## src/rtl/uart_bus_master_pkg.sv

```systemverilog
`default_nettype none
// +----------------------------------------------------------------------------+
// | Module   : uart_bus_master_pkg                                             |
// | Brief    : Command/reply codes and state encodings for the UART bus master |
// | Revision : 1.0  initial release                                            |
// +----------------------------------------------------------------------------+
package uart_bus_master_pkg;

  // Command bytes accepted from the host
  localparam logic [7:0] c_CMD_READ     = 8'h52;  // 'R'
  localparam logic [3:0] c_CMD_WRITE_HI = 4'hA;   // write = 8'hA0 | byte_enables

  // Reply bytes returned to the host
  localparam logic [7:0] c_RSP_ACK      = 8'h4B;  // 'K', write done
  localparam logic [7:0] c_RSP_ERR      = 8'hEE;  // read timed out
  localparam logic [7:0] c_RSP_BADCMD   = 8'h3F;  // '?', unknown command

  typedef enum logic [2:0] {
    ST_IDLE    = 3'd0,
    ST_ADDR    = 3'd1,
    ST_DATA    = 3'd2,
    ST_ISSUE   = 3'd3,
    ST_WAIT_RD = 3'd4,
    ST_SEND    = 3'd5
  } state_t;

  typedef enum logic [1:0] {
    SER_IDLE  = 2'd0,
    SER_WAIT  = 2'd1,
    SER_PULSE = 2'd2,
    SER_GUARD = 2'd3
  } ser_state_t;

  // A write command carries a non-zero byte-enable nibble under the 'A' prefix
  function automatic logic is_write_cmd(input logic [7:0] b);
    return (b[7:4] == c_CMD_WRITE_HI) && (b[3:0] != 4'h0);
  endfunction

endpackage
`default_nettype wire

```

## src/rtl/uart_bus_master_resp_ser.sv

```systemverilog
`default_nettype none
// +----------------------------------------------------------------------------+
// | Module   : uart_bus_master_resp_ser                                        |
// | Brief    : Reply serializer: sends 1..4 bytes MSB first over the UART TX   |
// |            byte port with a ready/strobe/guard handshake per byte          |
// | Revision : 1.0  initial release                                            |
// +----------------------------------------------------------------------------+
module uart_bus_master_resp_ser
  import uart_bus_master_pkg::*;
(
  input  logic        clk,
  input  logic        rst_n,
  input  logic        i_start,
  input  logic [2:0]  i_count,
  input  logic [31:0] i_bytes,
  input  logic        i_tx_ready,
  output logic [7:0]  o_tx_data,
  output logic        o_tx_we,
  output logic        o_done
);

  ser_state_t  r_state;
  ser_state_t  w_next;
  logic [31:0] r_sh;
  logic [2:0]  r_left;

  // State register
  always_ff @(posedge clk or negedge rst_n) begin
    if (!rst_n) r_state <= SER_IDLE;
    else        r_state <= w_next;
  end

  // Byte shift register and remaining-byte count; shift once each byte is strobed
  always_ff @(posedge clk or negedge rst_n) begin
    if (!rst_n) begin
      r_sh   <= 32'h0;
      r_left <= 3'd0;
    end else if (i_start && (r_state == SER_IDLE)) begin
      r_sh   <= i_bytes;
      r_left <= i_count;
    end else if (r_state == SER_PULSE) begin
      r_sh   <= {r_sh[23:0], 8'h00};
      r_left <= r_left - 3'd1;
    end
  end

  // Handshake sequencing; the guard cycle skips the stale READY the UART still
  // shows right after a strobe
  always_comb begin
    w_next  = r_state;
    o_tx_we = 1'b0;
    o_done  = 1'b0;
    case (r_state)
      SER_IDLE:  if (i_start) w_next = SER_WAIT;
      SER_WAIT:  if (i_tx_ready) w_next = SER_PULSE;
      SER_PULSE: begin
        o_tx_we = 1'b1;
        w_next  = SER_GUARD;
      end
      SER_GUARD: begin
        if (r_left == 3'd0) begin
          o_done = 1'b1;
          w_next = SER_IDLE;
        end else begin
          w_next = SER_WAIT;
        end
      end
      default:   w_next = SER_IDLE;
    endcase
  end

  assign o_tx_data = r_sh[31:24];

endmodule
`default_nettype wire

```

## src/rtl/uart_bus_master.sv

```systemverilog
`default_nettype none
// +----------------------------------------------------------------------------+
// | Module   : uart_bus_master                                                 |
// | Brief    : Host-side bus initiator: decodes UART command frames, issues    |
// |            single-word bus reads/writes, returns replies over UART TX      |
// | Revision : 1.0  initial release                                            |
// +----------------------------------------------------------------------------+
module uart_bus_master
  import uart_bus_master_pkg::*;
#(
  parameter int MEM_SCALE    = 27,
  parameter int BYTE_TIMEOUT = 1000000,
  parameter int RESP_TIMEOUT = 256
) (
  input  logic                 clk,
  input  logic                 rst_n,
  input  logic [7:0]           rx_data,
  input  logic                 rx_valid,
  output logic [7:0]           tx_data,
  output logic                 tx_we,
  input  logic                 tx_ready,
  output logic                 bus_req,
  input  logic                 bus_gnt,
  output logic [3:0]           oe,
  output logic [MEM_SCALE-1:0] addr,
  output logic [31:0]          wdata,
  output logic [3:0]           we,
  input  logic [31:0]          rdata,
  input  logic                 valid,
  output logic                 busy
);

  localparam int c_BT_W = $clog2(BYTE_TIMEOUT + 1);
  localparam int c_RT_W = $clog2(RESP_TIMEOUT + 1);
  localparam logic [c_BT_W-1:0] c_BT_LAST = c_BT_W'(BYTE_TIMEOUT - 1);
  localparam logic [c_RT_W-1:0] c_RT_LAST = c_RT_W'(RESP_TIMEOUT - 1);

  state_t               r_state;
  state_t               w_next;
  logic [1:0]           r_cnt;
  logic                 r_is_write;
  logic [3:0]           r_be;
  logic [MEM_SCALE-1:0] r_addr;
  logic [31:0]          r_wdata;
  logic [3:0]           r_we;
  logic [c_BT_W-1:0]    r_byte_tmr;
  logic [c_RT_W-1:0]    r_resp_tmr;

  logic                 w_cmd_ok;
  logic                 w_byte_to;
  logic                 w_resp_to;
  logic                 w_ser_start;
  logic [31:0]          w_ser_bytes;
  logic [2:0]           w_ser_count;
  logic                 w_ser_done;

  assign w_cmd_ok  = (rx_data == c_CMD_READ) || is_write_cmd(rx_data);
  assign w_byte_to = (r_byte_tmr == c_BT_LAST);
  assign w_resp_to = (r_resp_tmr == c_RT_LAST);

  // Main state register
  always_ff @(posedge clk or negedge rst_n) begin
    if (!rst_n) r_state <= ST_IDLE;
    else        r_state <= w_next;
  end

  // Next state, single-cycle bus strobe and serializer load requests
  always_comb begin
    w_next      = r_state;
    oe          = 4'h0;
    w_ser_start = 1'b0;
    w_ser_bytes = 32'h0;
    w_ser_count = 3'd1;
    case (r_state)
      ST_IDLE: begin
        if (rx_valid) begin
          if (w_cmd_ok) begin
            w_next = ST_ADDR;
          end else begin
            w_next      = ST_SEND;
            w_ser_start = 1'b1;
            w_ser_bytes = {c_RSP_BADCMD, 24'h0};
          end
        end
      end
      ST_ADDR: begin
        if (rx_valid) begin
          if (r_cnt == 2'd3) w_next = r_is_write ? ST_DATA : ST_ISSUE;
        end else if (w_byte_to) begin
          w_next = ST_IDLE;
        end
      end
      ST_DATA: begin
        if (rx_valid) begin
          if (r_cnt == 2'd3) w_next = ST_ISSUE;
        end else if (w_byte_to) begin
          w_next = ST_IDLE;
        end
      end
      ST_ISSUE: begin
        // Leaving ISSUE on the grant cycle guarantees a single strobe per frame
        if (bus_gnt) begin
          oe = 4'hF;
          if (r_is_write) begin
            w_next      = ST_SEND;
            w_ser_start = 1'b1;
            w_ser_bytes = {c_RSP_ACK, 24'h0};
          end else begin
            w_next = ST_WAIT_RD;
          end
        end
      end
      ST_WAIT_RD: begin
        // Response data takes priority over a coincident timeout
        if (valid) begin
          w_next      = ST_SEND;
          w_ser_start = 1'b1;
          w_ser_bytes = rdata;
          w_ser_count = 3'd4;
        end else if (w_resp_to) begin
          w_next      = ST_SEND;
          w_ser_start = 1'b1;
          w_ser_bytes = {c_RSP_ERR, 24'h0};
        end
      end
      ST_SEND:  if (w_ser_done) w_next = ST_IDLE;
      default:  w_next = ST_IDLE;
    endcase
  end

  // Frame capture: command flags, address/data shifting, byte-gap timer
  always_ff @(posedge clk or negedge rst_n) begin
    if (!rst_n) begin
      r_cnt      <= 2'd0;
      r_is_write <= 1'b0;
      r_be       <= 4'h0;
      r_addr     <= '0;
      r_wdata    <= 32'h0;
      r_we       <= 4'h0;
      r_byte_tmr <= '0;
    end else begin
      case (r_state)
        ST_IDLE: begin
          r_cnt      <= 2'd0;
          r_byte_tmr <= '0;
          if (rx_valid) begin
            r_is_write <= is_write_cmd(rx_data);
            r_be       <= rx_data[3:0];
          end
        end
        ST_ADDR: begin
          if (rx_valid) begin
            // Bytes shifted past the top of the bus address fall away unchecked
            r_addr     <= MEM_SCALE'({r_addr, rx_data});
            r_cnt      <= r_cnt + 2'd1;
            r_byte_tmr <= '0;
            if ((r_cnt == 2'd3) && !r_is_write) r_we <= 4'h0;
          end else begin
            r_byte_tmr <= r_byte_tmr + c_BT_W'(1);
          end
        end
        ST_DATA: begin
          if (rx_valid) begin
            r_wdata    <= {r_wdata[23:0], rx_data};
            r_cnt      <= r_cnt + 2'd1;
            r_byte_tmr <= '0;
            if (r_cnt == 2'd3) r_we <= r_be;
          end else begin
            r_byte_tmr <= r_byte_tmr + c_BT_W'(1);
          end
        end
        default: r_byte_tmr <= '0;
      endcase
    end
  end

  // Read response timer, running only while waiting for valid
  always_ff @(posedge clk or negedge rst_n) begin
    if (!rst_n)                     r_resp_tmr <= '0;
    else if (r_state == ST_WAIT_RD) r_resp_tmr <= r_resp_tmr + c_RT_W'(1);
    else                            r_resp_tmr <= '0;
  end

  uart_bus_master_resp_ser u_ser (
    .clk        (clk),
    .rst_n      (rst_n),
    .i_start    (w_ser_start),
    .i_count    (w_ser_count),
    .i_bytes    (w_ser_bytes),
    .i_tx_ready (tx_ready),
    .o_tx_data  (tx_data),
    .o_tx_we    (tx_we),
    .o_done     (w_ser_done)
  );

  assign bus_req = (r_state == ST_ISSUE) || (r_state == ST_WAIT_RD);
  assign busy    = (r_state != ST_IDLE);
  assign addr    = r_addr;
  assign wdata   = r_wdata;
  assign we      = r_we;

endmodule
`default_nettype wire

```

## config.mk

```make
export PLATFORM = sky130hd
export DESIGN_NAME = uart_bus_master
export DESIGN_NICKNAME = d
export VERILOG_FILES = /design/src/rtl/uart_bus_master_pkg.sv /design/src/rtl/uart_bus_master_resp_ser.sv /design/src/rtl/uart_bus_master.sv
export SDC_FILE = /design/constraint.sdc
export NUM_CORES = 1
export LEC_CHECK = 0
export BUFFER_PORTS_ARGS = -buffer_cell sky130_fd_sc_hd__buf_4
export CORE_MARGIN = 2
export CORE_UTILIZATION = 45
export DETAILED_ROUTE_END_ITERATION = 8
export GPL_TIMING_DRIVEN = 0
export PLACE_DENSITY_LB_ADDON = 0.25
export SETUP_SLACK_MARGIN = 0.2
export SLEW_MARGIN = 20
export SYNTH_ARGS = -nofsm -noshare
export SYNTH_HDL_FRONTEND = slang
export SYNTH_HIERARCHICAL = 1
export SYNTH_SLANG_ARGS = --single-unit
```

## constraint.sdc

```tcl
create_clock -name clk -period 2.9 [get_ports clk]
set_clock_uncertainty 0.15 [all_clocks]
set_input_delay 0.435 -clock clk [delete_from_list [all_inputs] [get_ports clk]]
set_output_delay 0.435 -clock clk [all_outputs]
set_load 0.01 [all_outputs]
```

==> reports/qor.yml <==
fin_area_sq_um: 8560
die_w_um: 127
synth_xor_area_share_pct: 2.84
syn_nets: 658
initial_core_util_pct: 46.3
setup_tns_ps: 0
hold_viol_final: 0
peakVddDrop_mv: 0.692
drtIter0Drc: 333
cp_max_fo: 10
grt_pass1_wl_mm: 26.5
synth_top_area_share_pct: 51.3
htree_levels: 4
cts_tree: "done"
dpl.cell_count: 909
track_usage_pct: 20.8
ys_ff_latch: 139
syn-instance-count: 601
gr-total-overflow: 0
insertedDiodeCount: 0
synthMuxAreaShare_pct: 14.5
num_rows: 44
drv_slew: 0
gp_congestion: 0.818
die_h_um: 127
dr.pass1.iters: 5
ys_types: 52
syn_to_final_growth_pct: 26.2
die-area_sq_um: 16100
vias_per_cell: 5.35
power_per_cell_area_nw_per_um2: 912
cts-root-to-sink-buffers: 2
outcome: "completed"
min_period_ps: 2530
syn-cell-area_sq_um: 6780
startpoint_type: "flip-flop"
fill_cells: 1242
ctsRootBufferMaster: "clkbuf_16"
maxCapViolations: 0
tightest_slew_ps: 532
whs_path_depth: 2
rsz0062_at_grt: "true"
numCtsBuffers: 17
io_pins: 124
p_leak_nw: 4.02
synth_top_family_by_area: "simple AND/OR/NAND/NOR gates"
seq_area_frac_synth_pct: 51.3
route.detailed.drc: 0
crit_required_ps: 3040
setup_ws_ps: 375
synth_compound_gate_area_share_pct: 8.69
cts_setup_buffers: 0
critPathArrivalTime_ps: 2670
end_kind: "flip-flop"
hold_ws_ps: 122
place_ws_ps: -99.0
slew_headroom_pct: 64.5
antenna_found_initial: 0
yosysWarnings: 6
crit_type: "flip-flop to flip-flop"
synth_top_area_cell: "dfrtp_1"
postRouteAntennaNets: 0
path_clk_slew_ps: 60
synthSimpleGateAreaFrac_pct: 14.6
port_buffers: 123
synth.avg_cell_area_sq_um: 11.3
clock_sinks: 139
netlist_top_cells_area: "dfrtp_1 (51%), mux2_2 (10%), o21ai_2 (4.6%)"
grt_max_degree: 97
finalSetupViolCount: 0
wire_per_inst_um: 17.1
synth_ff_type: "dfrtp_1"
synth_edf_count: 0
finalCritPeriodShare_pct: 87.1
placed_area_sq_um: 7970
core_sq_um: 14600
final_net_count: 801
instances_no_fill: 941
drive_gt1_share_pct: 39.2
vias: 5031
rr_worst_depth: 9
grt_pass1_vias: 5214
synth_async_sr_flop_share_pct: 100
dpl.hpwl_mm: 11.4
postRouteWirelength_mm: 16.1
fmax_ghz: 0.396
synthAdderAreaFrac_pct: 2.03
clock_latency_ps: 420
hold_path.class: "primary input to flip-flop"
## where the power goes
part,internal [mW],switching [mW]
clock,1.23,0.843
sequential,2.50,0.424
combinational,1.45,1.37
total,5.18,2.63
## layer usage
layer	global-route usage, %	wire, um	vias to the layer above
met3	6.79	1100	26
met4	7.24	288	0
met5	0	0	-
met2	34.4	7810	171
met1	25.9	6840	2486
li1	-	-	2348
## flip-flops by register name (all words and copies together) (netlist names)
register and flops:
u_ser/r_left 3, r_be 4, addr 27, r_is_write 1, r_byte_tmr 20, wdata 32, r_state 3, we 4
u_ser/r_state 2, r_cnt 2, r_resp_tmr 9, u_ser/r_sh 32
## synth_stat cells, types with 8 or more instances
cell,count
a21oi_1,13
o21ai_2,36
nor2b_1,8
o21ai_0,18
clkbuf_1,12
and3_1,24
buf_4,12
xor2_1,12
nor2_1,37
ha_1,11
nand2_1,61
dfrtp_1,139
mux2i_1,25
mux2_2,63
xnor2_1,10
inv_1,21
nand2b_1,16
nand3_1,8
## critical path, stage by stage, from the launching register on
cell and delay, ps:
dfrtp_1 500, clkbuf_2 290, nand2_1 100, nor2_2 250, nand2_1 140, and2_4 200, nand2_1 90, inv_1 60
a22oi_1 260, mux2_1 360
## layout by cell type (no fill, tap or decap), types with 17 or more instances in the layout
cell and n:
o21ai_2 37, clkbuf_16 17, nor2_1 35, nand2_1 61
dfrtp_1 139, o21ai_0 17, and3_1 24, mux2_2 63
inv_1 21, mux2i_1 25, buf_4 134
## area by class of cell
| cell class | count | area (sq um) | share of cell area (%) |
|---|---|---|---|
| sequential | 139 | 3480 | 40.6 |
| multi-input combinational | 400 | 2910 | 34.0 |
| timing repair buffer | 125 | 968 | 11.3 |
| inverter | 21 | 78.8 | 0.920 |
| buffer | 40 | 332 | 3.87 |
| clock inverter | 12 | 111 | 1.30 |
| clock buffer | 20 | 457 | 5.33 |
| tap | 184 | 230 | 2.69 |
## through the flow
step | total power [mW] | utilization [%]
floorplan | 4.60 | -
global placement | 5.63 | 54.2
detailed placement | 5.75 | 54.4
CTS | 7.87 | 58.4
global route | 8.27 | 58.5
finish | 7.81 | 58.5
## logic make-up (layout without fill, tap and decap cells)
family | count (synthesis) | after routing
XOR/XNOR | 22 | 22
adder cells (fa/ha/maj) | 11 | 11
AND/OR/NAND/NOR | 193 | 193
multiplexers | 90 | 90
AO/OA/AOI/OAI | 83 | 83
buffers and inverters | 62 | 218
flip-flops | 139 | 139
other | 1 | 1
## final timing paths
kind | endpoint | slack, ps | startpoint
min in group asynchronous | u_ser/r_sh[16] | 350 | rst_n
hold reg to reg | r_byte_tmr[0] | 340 | r_byte_tmr[0]
setup reg to reg | u_ser/r_state[1] | 370 | r_state[0]
max in group asynchronous | wdata[5] | 1480 | rst_n
setup / recovery | u_ser/r_state[1] | 370 | r_state[0]
hold / removal | addr[7] | 120 | rx_data[7]
## what timing repair did
item | in CTS | in global routing
setup endpoints to repair | 38 | 41
hold endpoints to repair | 43 | 0
hold buffers | 1 | 0
gates resized for setup | 2 | 7
Note: power is estimated with default switching activity, not from simulation.
